File: config.mk
export PLATFORM = sky130hd
export DESIGN_NAME = operand_skewer
export DESIGN_NICKNAME = d
export VERILOG_FILES = /design/src/rtl/operand_skewer.sv
export SDC_FILE = /design/constraint.sdc
export NUM_CORES = 1
export LEC_CHECK = 0
export ABC_AREA = 1
export ABC_CLOCK_PERIOD_IN_PS = 9200
export CORE_MARGIN = 2
export CORE_UTILIZATION = 60
export CTS_CLUSTER_SIZE = 25
export DETAILED_ROUTE_END_ITERATION = 6
export PLACE_DENSITY = 0.84
export SYNTH_ARGS = -nofsm -noshare
export SYNTH_HDL_FRONTEND = slang
export SYNTH_SLANG_ARGS = --single-unit
File: constraint.sdc
create_clock -name clk_i -period 9.2 [get_ports clk_i]
set_input_delay 1.84 -clock clk_i [delete_from_list [all_inputs] [get_ports clk_i]]
set_output_delay 1.84 -clock clk_i [all_outputs]
set_load 0.1 [all_outputs]
File: src/rtl/operand_skewer.sv
// Transmit side of the systolic array operand interface: buffers an A/B
// matrix pair, then emits diagonally skewed, zero-padded wavefronts.
module operand_skewer #(
   parameter int N        = 4,
   parameter int NUM_BITS = 8
) (
   input  logic                  clk_i,
   input  logic                  rst_i,
   input  logic                  ld_valid_i,
   output logic                  ld_ready_o,
   input  logic [N*NUM_BITS-1:0] a_row_i,
   input  logic [N*NUM_BITS-1:0] b_col_i,
   output logic [N*NUM_BITS-1:0] north_o,
   output logic [N*NUM_BITS-1:0] west_o,
   output logic                  stream_vld_o,
   output logic                  done_o
);

   localparam int TW = $clog2(3*N-2);
   localparam int BW = $clog2(N) + 1;
   localparam int IW = (N > 1) ? $clog2(N) : 1;
   localparam logic [TW-1:0] T_LAST    = TW'(3*N-3);
   localparam logic [BW-1:0] BEAT_LAST = BW'(N-1);

   typedef enum logic [1:0] {S_LOAD, S_STREAM, S_DONE} state_t;

   state_t                r_state, w_state_nxt;
   logic [BW-1:0]         r_cnt;
   logic [TW-1:0]         r_t;
   logic                  r_fin;
   logic [N*NUM_BITS-1:0] r_north, r_west;
   logic                  r_vld, r_done;
   logic [N*NUM_BITS-1:0] w_north, w_west;
   logic                  w_accept;

   logic [NUM_BITS-1:0]   r_a [N][N];
   logic [NUM_BITS-1:0]   r_b [N][N];

   assign ld_ready_o = (r_state == S_LOAD);
   assign w_accept   = ld_ready_o && ld_valid_i;

   always_ff @(posedge clk_i or posedge rst_i) begin
      if (rst_i) r_state <= S_LOAD;
      else       r_state <= w_state_nxt;
   end

   // NOTE: every signal driven here gets a default first so no latch is inferred.
   always_comb begin
      w_state_nxt = r_state;
      case (r_state)
         S_LOAD:   if (w_accept && r_cnt == BEAT_LAST) w_state_nxt = S_STREAM;
         S_STREAM: if (r_fin) w_state_nxt = S_DONE;
         S_DONE:   w_state_nxt = S_LOAD;
         default:  w_state_nxt = S_LOAD;
      endcase
   end

   // NOTE: the operand buffers carry no reset; they are always fully rewritten before being read.
   always_ff @(posedge clk_i) begin
      if (w_accept) begin
         for (int k = 0; k < N; k++) begin
            r_a[r_cnt[IW-1:0]][k] <= a_row_i[(N-1-k)*NUM_BITS +: NUM_BITS];
            r_b[k][r_cnt[IW-1:0]] <= b_col_i[(N-1-k)*NUM_BITS +: NUM_BITS];
         end
      end
   end

   // Lane i of wavefront t carries element index t-i, or zero outside the matrix.
   always_comb begin
      w_west  = '0;
      w_north = '0;
      for (int i = 0; i < N; i++) begin
         if ((int'(r_t) >= i) && (int'(r_t) - i < N)) begin
            w_west [(N-1-i)*NUM_BITS +: NUM_BITS] = r_a[i][IW'(int'(r_t) - i)];
            w_north[(N-1-i)*NUM_BITS +: NUM_BITS] = r_b[IW'(int'(r_t) - i)][i];
         end
      end
   end

   // NOTE: sequential state uses non-blocking assignments so all registers update together.
   always_ff @(posedge clk_i or posedge rst_i) begin
      if (rst_i) begin
         r_cnt   <= '0;
         r_t     <= '0;
         r_fin   <= 1'b0;
         r_north <= '0;
         r_west  <= '0;
         r_vld   <= 1'b0;
         r_done  <= 1'b0;
      end else begin
         r_north <= '0;
         r_west  <= '0;
         r_vld   <= 1'b0;
         r_done  <= 1'b0;
         case (r_state)
            S_LOAD: begin
               if (w_accept) begin
                  r_cnt <= (r_cnt == BEAT_LAST) ? '0 : r_cnt + 1'b1;
                  r_t   <= '0;
                  r_fin <= 1'b0;
               end
            end
            S_STREAM: begin
               if (r_fin) begin
                  r_done <= 1'b1;
               end else begin
                  r_north <= w_north;
                  r_west  <= w_west;
                  r_vld   <= 1'b1;
                  if (r_t == T_LAST) r_fin <= 1'b1;
                  else               r_t   <= r_t + 1'b1;
               end
            end
            default: begin
               r_cnt <= '0;
               r_t   <= '0;
               r_fin <= 1'b0;
            end
         endcase
      end
   end

   assign north_o      = r_north;
   assign west_o       = r_west;
   assign stream_vld_o = r_vld;
   assign done_o       = r_done;

endmodule
==> results.yml <==
outcome:
  outcome: "complete, no violations"
drt:
  routed_wirelength_um: 27510
  vias_per_cell: 5.787
  wl_per_cell_um: 20.23
  ant_nets: 0
  drt_pass1_iterations: 5
  vias: 7870
  drc: 0
  drt_iter0_drc: 930
synth:
  synth_edf_count: 256
  synth_area_leaders: "edfxtp_1 (62%), dfrtp_1 (15%), nor2_1 (7.7%)"
  synthArstFlopShare_pct: 22.89
  mappedNetlistArea_mm2: 0.01245
  ys_seq_elements: 332
  ys_warn_count: 0
  synth_cells: 932
  syn-num-nets: 1011
  yosysSeqAreaShare_pct: 77.03
  ys_types: 34
  synth_top_area_share_pct: 61.75
  synth_flop_cell: "edfxtp_1"
  syn_area_per_cell_um2: 13.36
  synth_top_cell_by_area: "edfxtp_1"
power:
  vdd_drop_max_mv: 0.2484
  p_per_area_mw_per_mm2: 370.2
  design_power_total_mw: 5.563
  cellLeakagePower_nw: 5.495
setup_path:
  path_cells: "nor2_1 -> clkdlybuf4s50_1"
  critPathCaptureType: "primary output"
  critPathLaunchType: "flip-flop"
  crit_family: "buffers and inverters"
  crit_type: "flip-flop to primary output"
  cp.required_ns: 7.36
  cp_slowest_cell: "clkdlybuf4s50_1"
  cpPeakStageDelay_ns: 1.19
  r2r_slack_ns: 5.70
  cp.buffers_inverters: 1
  cp.arrival_ns: 2.39
  path_max_fanout: 5
sta:
  slew_viol_final: 0
  slew_headroom_pct: 27.13
  layout_worst_path_cycle_share_pct: 45.93
  hold_viol_final: 0
  fmaxAchievable_mhz: 236.7
  fin_crit_ns: 4.226
  rsz0062_at_grt: "no"
  clock_skew_ns: 0.009110
  setup_viol: 0
  tns_ns: 0
  worst_pin_slew_ns: 1.093
floorplan:
  rows: 52
  dieWidth_um: 148.0
  die-height_um: 148.0
  dieArea_mm2: 0.02192
  core-area_mm2: 0.02030
  start_util_pct: 61.32
  io_pins: 134
global_routing:
  grt_max_degree: 117
  grt_pass1_vias: 7873
  grt-ovfl-total: 0
  grt.total_usage_pct: 25.51
  grt_pass1_wl_um: 42260
  antenna_found_initial: 0
clock_network:
  cts_setup_buffers: 0
  postCtsHoldBufs: 0
  cts_tree: "built"
  clock_latency_ns: 0.51
  clk_pin_slew_ns: 0.06
  cts_root_buffer: "clkbuf_16"
  clock-sinks: 332
  numCtsBuffers: 34
  cts.path.max_buffers: 3
  cts-resized-gates: 0
  htreeDepth: 2
layout:
  fin_nets: 1145
  num_antenna_cells: 0
  areaGrowthSynthToFinish_pct: 20.72
  drive_gt1_share_pct: 7.431
placed_design:
  place_congestion: 0.7662
  hpwl_um: 14990
  port_buffers: 133
job:
  maxCapViolations: 0
min_path:
  worstHoldPathType: "flip-flop to flip-flop"
## flip-flops by register name (all words and copies together), names as in the netlist
| signal | flops |
|---|---|
| done_o | 1 |
| west_o | 32 |
| r_t | 4 |
| north_o | 32 |
| r_b | 128 |
| r_fin | 1 |
| r_a | 128 |
| r_cnt | 3 |
| r_state | 2 |
| stream_vld_o | 1 |
## through the flow
| stage | utilization, % | cells | hold slack (ns) | setup slack, ns | cell area, um^2 |
|---|---|---|---|---|---|
| 3_5_place_dp | 68.69 | 1300 | 0.4970 | 5.053 | 13940 |
| 3_3_place_gp | 68.69 | 1300 | 0.4863 | 5.112 | 13940 |
| 2_1_floorplan | - | 932 | 0.4716 | 3.797 | 12450 |
| 5_1_grt | 74.03 | 1360 | 0.5380 | 4.875 | 15030 |
| 6_report | 74.03 | 1360 | 0.5056 | 4.974 | 15030 |
| 4_1_cts | 74.03 | 1360 | 0.5065 | 4.955 | 15030 |
## routing by layer
layer	track usage, %	part of all wire, %	vias to the layer above
met2	42.27	50	406
met4	11.48	3.8	0
li1	-	-	3519
met3	4.259	8.2	81
met5	0	0	-
met1	33.70	38	3864
## power breakdown
group	leakage [nW]	switching (mW)	internal, mW
clock	0.526	0.533	0.794
combinational	1.64	1.74	0.514
sequential	3.33	0.0980	1.88
## worst paths after layout
| path | depth (start not counted) | endpoint | from |
|---|---|---|---|
| min in group asynchronous | 2 | west_o[12] | rst_i |
| max | 2 | ld_ready_o | r_state[0] |
| min | 2 | r_cnt[2] | r_cnt[2] |
| max reg2reg | 7 | west_o[3] | r_t[0] |
| max in group asynchronous | 3 | r_t[0] | rst_i |
| min reg2reg | 2 | r_cnt[2] | r_cnt[2] |
## layout by cell type, fill, tap and decap left out, types with 3 or more instances in the layout
cell type and instances:
edfxtp_1 256, nor2_1 251, o21ai_0 143, clkdlybuf4s50_1 133
dfrtp_1 75, a21oi_1 40, clkbuf_16 35, inv_1 31
nand2_1 21, ha_1 11, o22ai_1 10, buf_4 10
nand3_1 9, clkbuf_1 9, o21ai_1 8, or2_2 7
clkinv_1 6, nor2_4 5, clkbuf_8 5, clkinv_2 3
## cells by family after synthesis
group	synth area share (%)
compound gates	8.252
xor+xnor	0.07037
fa+ha+maj	1.206
buf+inv	3.377
flops	77.03
mux	0.08041
simple gates	9.981
## worst reg2reg max path, delay by kind of cell, from the launching register on
| kind | cells | cell delay (ns) |
|---|---|---|
| AND/OR/NAND/NOR | 1 | 0.35 |
| buffers and inverters | 3 | 1.58 |
| flip-flops | 1 | 0.70 |
| adder cells (fa/ha/maj) | 1 | 0.35 |
| AO/OA/AOI/OAI | 2 | 0.42 |
## synthesized netlist by cell type, types with 9 or more instances
cell type and instances:
o21ai_0 143, dfrtp_1 76, nor2_1 255, a21oi_1 40
nand3_1 9, edfxtp_1 256, inv_1 32, o22ai_1 10
buf_4 12, ha_1 12, nand2_1 21, clkbuf_1 16
## cell type report
type,instances,area [um^2]
multi-input cells,520,2471
flip-flops and latches,332,9593
repair buffers,143,1406
inverters,35,135.1
well taps,270,337.8
clock inverters,11,105.1
clock buffers,49,978.4
fillers,1205,5273
(Power assumes the default switching activity.)
==> patch 1: new RTL, same settings <==
Change the parameter `NUM_BITS` from 8 to 6.
--- a/src/rtl/operand_skewer.sv
+++ b/src/rtl/operand_skewer.sv
@@ -2,7 +2,7 @@
 // matrix pair, then emits diagonally skewed, zero-padded wavefronts.
 module operand_skewer #(
    parameter int N        = 4,
-   parameter int NUM_BITS = 8
+   parameter int NUM_BITS = 6
 ) (
    input  logic                  clk_i,
    input  logic                  rst_i,
Ports: changed (resized a_row_i, b_col_i, north_o and west_o); port bits go from 134 to 102. The function was not compared with the original's and may differ.
==> patch 1 against the unedited design <==
Utilization decreased by 0.065 points. Design area is 23% lower. Wire length down 27%. Sequential cell count shrank 80. Worst setup slack better by 0.15 ns. Global-route usage fell by 0.76 points. Area after synthesis is 23% lower. Highest routed layer unchanged.
Power is not compared: it rests on default switching activity, and its combinational part moved more than twofold at a synthesized area within 25%.
==> patch 1: results (changes against the unedited design) <==
share of layout cells above drive strength 1: 7.98% (+0.55 points)
Rel. slew slack: 32.2% (+5.0 points)
Synth area leaders: edfxtp_1 (60%), dfrtp_1 (16%), nor2_1 (7.8%), o21ai_0 (4.3%), o21ai_1 (2.5%)
Non-clock buffers: 110 (-23%)
DP Cell Count: 1037 (-20%)
Post-synth EDFFs: 192 (-25%)
fillcell total: 947 (-21%)
global-route usage over all layers: 24.7% (-0.76 points)
#MultiIn Comb: 416 (-20%)
CLK BUF: 33 (-33%)
Synth Area in XOR/XNOR: 0.0916% (+0.021 points)
Area after DPL: 0.0107 sq mm (-23%)
Post-synth ARST share: 23.8% (+0.92 points)
largest net degree at the start of global routing: 99 (-15%)
routability cong.: 0.784 (+2.3%)
sequential fraction of the synthesis area: 76.0% (-1.0 points)
Num CTS Buffers: 24 (-29%)
first-pass GRT wire length: 31.8 mm (-25%)
critical path's largest stage delay: 1.16 ns (-0.03 ns)
Finished Layout Cells: 1081 (-21%)
hpwl dp: 11.3 mm (-24%)
status: completed
inverter count: 43 (+23%)
Iter 0 DRT Violations: 614 (-34%)
H-tree depth: 1 (-1)
critical path peak fanout: 4 (-1)
met1 usage: 34.1% (+0.36 points)
sequential share of cell area: 62.5% (-1.3 points)
NonClk Buf Share: 9.28% (-0.078 points)
Synth Area per Inst: 12.8 sq um (-4.1%)
complex-gate fraction of the synthesized area: 8.12% (-0.14 points)
Post-Syn Instances: 746 (-20%)
vias in the first global route: 6083 (-23%)
Netlist cell types: 22 (-35%)
Seq. cell area: 0.00727 sq mm (-24%)
worst min path class: flip-flop to flip-flop
Clock Skews: 0.0143 ns (+0.00518 ns)
CP Data Arrival Time: 2.24 ns (-0.15 ns)
DR WL/cell: 18.7 microns (-7.6%)
Setup crit start: r_state[0]
routed vias: 6010 (-24%)
synthesized-area fraction occupied by adder cells: 1.57% (+0.36 points)
GR Layer Usage met2: 40.8% (-1.5 points)
GRT overflow: 0 (unchanged)
mux cell area share after synthesis: 0% (-0.080 points)
Clock Path Buffers: 3 (unchanged)
worst slack at placement: 5.50 ns (+0.446 ns)
footprint of the multi-input gates: 0.00195 sq mm (-21%)
# nets final: 910 (-21%)
clock network share of area: 7.71% (+0.50 points)
Port Buffers: 101 (-24%)
patch 1: cells by family (layout without fill, tap and decap cells):
family	Yosys count	count (layout)
adders and majority gates	12	12
and+or+nand+nor	248	248
AOI/OAI and AO/OA	155	155
xor gates and xnor gates	1	1
DFF	252	252
buffers and inverters	78	197
patch 1: worst paths after layout:
check	end	slack, ns	depth (start not counted)
worst max-delay path	ld_ready_o	5.12	2
worst min-delay path	r_cnt[2]	0.51	2
worst max register to register	north_o[12]	5.94	9
worst min register to register	r_cnt[2]	0.51	2
max in group asynchronous	r_t[0]	6.77	3
min in group asynchronous	r_t[1]	1.89	3
patch 1: metal layers:
metal	up-vias	routed length, microns
li1	2757	-
met1	2945	8360
met2	260	9960
met3	48	1350
met4	0	527
met5	-	0
patch 1: worst min-delay path, delay by kind of cell (launching register included):
kind,cells,cell delay [ns]
AO/OA/AOI/OAI,1,0.04
buffers and inverters,1,0.07
flip-flops,1,0.37
==> patch 2: new RTL, config.mk and constraints unchanged <==
Without the edit above. Reset style: synchronous (`rst_i`), changed in 2 clocked blocks.
--- a/src/rtl/operand_skewer.sv
+++ b/src/rtl/operand_skewer.sv
@@ -39,7 +39,7 @@
    assign ld_ready_o = (r_state == S_LOAD);
    assign w_accept   = ld_ready_o && ld_valid_i;
 
-   always_ff @(posedge clk_i or posedge rst_i) begin
+   always_ff @(posedge clk_i) begin
       if (rst_i) r_state <= S_LOAD;
       else       r_state <= w_state_nxt;
    end
@@ -78,7 +78,7 @@
    end
 
    // NOTE: sequential state uses non-blocking assignments so all registers update together.
-   always_ff @(posedge clk_i or posedge rst_i) begin
+   always_ff @(posedge clk_i) begin
       if (rst_i) begin
          r_cnt   <= '0;
          r_t     <= '0;
Formal check against the unedited RTL: not equivalent (Yosys sat finds a counterexample within 10 cycles, from zero or initial values and one cycle with rst_i high; the reset may be asserted at any time).
==> patch 2 against the unedited design <==
Register-to-register slack improved by 0.08 ns. Critical path type unchanged. Cell count shrank 2.0%. Area after synthesis shrank 3.1%. Highest routed layer unchanged. Worst setup slack improved by 0.052 ns. Sequential cell count unchanged. Critical endpoint unchanged. Sequential share of layout area is 0.94 points lower. First-iteration DRC count is 15% lower. Design area fell by 2.5%. Wire length rose by 0.24%. Synthesized cell count fell by 1.8%.
Power is not compared: it rests on default switching activity, and its combinational part moved more than twofold at a synthesized area within 25%.
==> patch 2: results (changes against the unedited design) <==
status: completed
Synth top cells by count: edfxtp_1 (256), nor2_1 (199), o21ai_0 (122)
worst slack at placement: 5.30 ns (+0.246 ns)
largest net degree at the start of global routing: 120 (+2.6%)
Net Count, Synth: 994 (-1.7%)
Finished Layout Cells: 1333 (-2.0%)
# nets final: 1124 (-1.8%)
R2R cell count: 9 (+2)
Iter 0 DRT Violations: 790 (-15%)
Synth Area per Inst: 13.2 sq um (-1.3%)
Reg-to-Reg Start: r_t[1]
H-tree depth: 1 (-1)
Slew @ Worst Pin: 1.24 ns (+0.145 ns)
vias in the first global route: 7813 (-0.76%)
Post-synth ARST share: 0% (-23 points)
Netlist cell types: 28 (-18%)
worst r2r dst: north_o[19]
hpwl dp: 15.3 mm (+1.9%)
DP Cell Count: 1277 (-1.8%)
peak supply drop: 0.143 mV
Num CTS Buffers: 31 (-8.8%)
share of layout cells above drive strength 1: 8.80% (+1.4 points)
flop2flop setup slack: 5.78 ns (+0.08 ns)
global-route usage over all layers: 25.5% (+0.037 points)
drt first pass iters: 5 (unchanged)
WL final: 27.6 mm (+0.24%)
CP Data Arrival Time: 2.33 ns (-0.06 ns)
Hold Startpoint: r_cnt[2]
routed vias: 7737 (-1.7%)
hold endpoint: r_cnt[2]
routability cong.: 0.782 (+2.1%)
Synth area leaders: edfxtp_1 (64%), dfxtp_1 (13%), nor2_1 (6.2%), o21ai_0 (5.1%), o22ai_1 (2.2%)
clock insertion delay at the later pin of the skew report: 0.55 ns (+0.04 ns)
worst hold path depth: 2 (unchanged)
Clock Path Buffers: 3 (unchanged)
Clock Skews: 0.0108 ns (+0.00170 ns)
sequential fraction of the synthesis area: 76.3% (-0.69 points)
first-pass GRT wire length: 41.9 mm (-0.88%)
[patch 2: changes by cell type after synthesis, sizes merged, moves of 8 or more]
cell	before	now
dfrtp	76	0
dfxtp	0	76
nor2	257	221
o22ai	10	43
o21ai	151	123
a21oi	41	25
inv	34	50
nand2	25	36
mux2i	1	11
or2	9	1
[patch 2: layout make-up]
| class | instances | area, sq um |
|---|---|---|
| clock inverter | 13 | 165 |
| fill | 1155 | 4940 |
| inverter | 50 | 189 |
| timing repair buffer | 142 | 1400 |
| clock buffer | 43 | 871 |
| multi-input combinational | 488 | 2480 |
| tap | 265 | 332 |
| sequential | 332 | 9210 |
[patch 2: power breakdown]
part / internal [mW] / total (mW) / switching, mW
clock network: 0.769 / 1.29 / 0.522
registers: 1.67 / 1.69 / 0.0189
logic: 0.0616 / 0.188 / 0.126
[patch 2: worst max-delay path, delay by kind of cell (launching register included)]
| family | cells | cell delay [ns] |
|---|---|---|
| flip-flops | 1 | 0.36 |
| buffers and inverters | 1 | 1.19 |
| AND/OR/NAND/NOR | 1 | 0.24 |
[patch 2: cells by family (layout without fill, tap and decap cells)]
family | Yosys count | after routing | synth area share [%]
buffers and inverters | 95 | 248 | 3.36
DFF | 332 | 332 | 76.3
muxes | 11 | 11 | 0.913
and+or+nand+nor | 273 | 273 | 9.68
AOI/OAI and AO/OA | 192 | 192 | 8.46
adders and majority gates | 12 | 12 | 1.24
[patch 2: how the worst max path moves through the flow]
| stage | startpoint | endpoint | slack (ns) | cells past startpoint |
|---|---|---|---|---|
| final | r_state[0] | ld_ready_o | 5.03 | 2 |
| after detailed placement | ld_valid_i | r_a[1][5] | 5.30 | 4 |
| after floorplan | r_state[0] | r_a[0][0] | 3.87 | 3 |
| after CTS | r_state[0] | ld_ready_o | 5.02 | 2 |
| after global placement | ld_valid_i | r_a[3][6] | 5.36 | 4 |
| after global routing | r_state[0] | ld_ready_o | 4.96 | 2 |
[patch 2: through the flow]
stage          area, sq um  power [mW]  hold slack, ns
2_1_floorplan        12100        1.82           0.417
5_1_grt              14600        3.25           0.471
6_report             14600        3.17           0.442
3_5_place_dp         13600        1.90           0.433
4_1_cts              14600        3.18           0.442
3_3_place_gp         13600        1.89           0.433
[patch 2: routing by layer]
layer | vias up | global-route usage, % | wire length [microns]
met5 | - | 0 | 0
met4 | 0 | 9.71 | 955
met3 | 80 | 3.89 | 2040
met2 | 416 | 44.2 | 14000
met1 | 3755 | 32.9 | 10600
li1 | 3486 | - | -
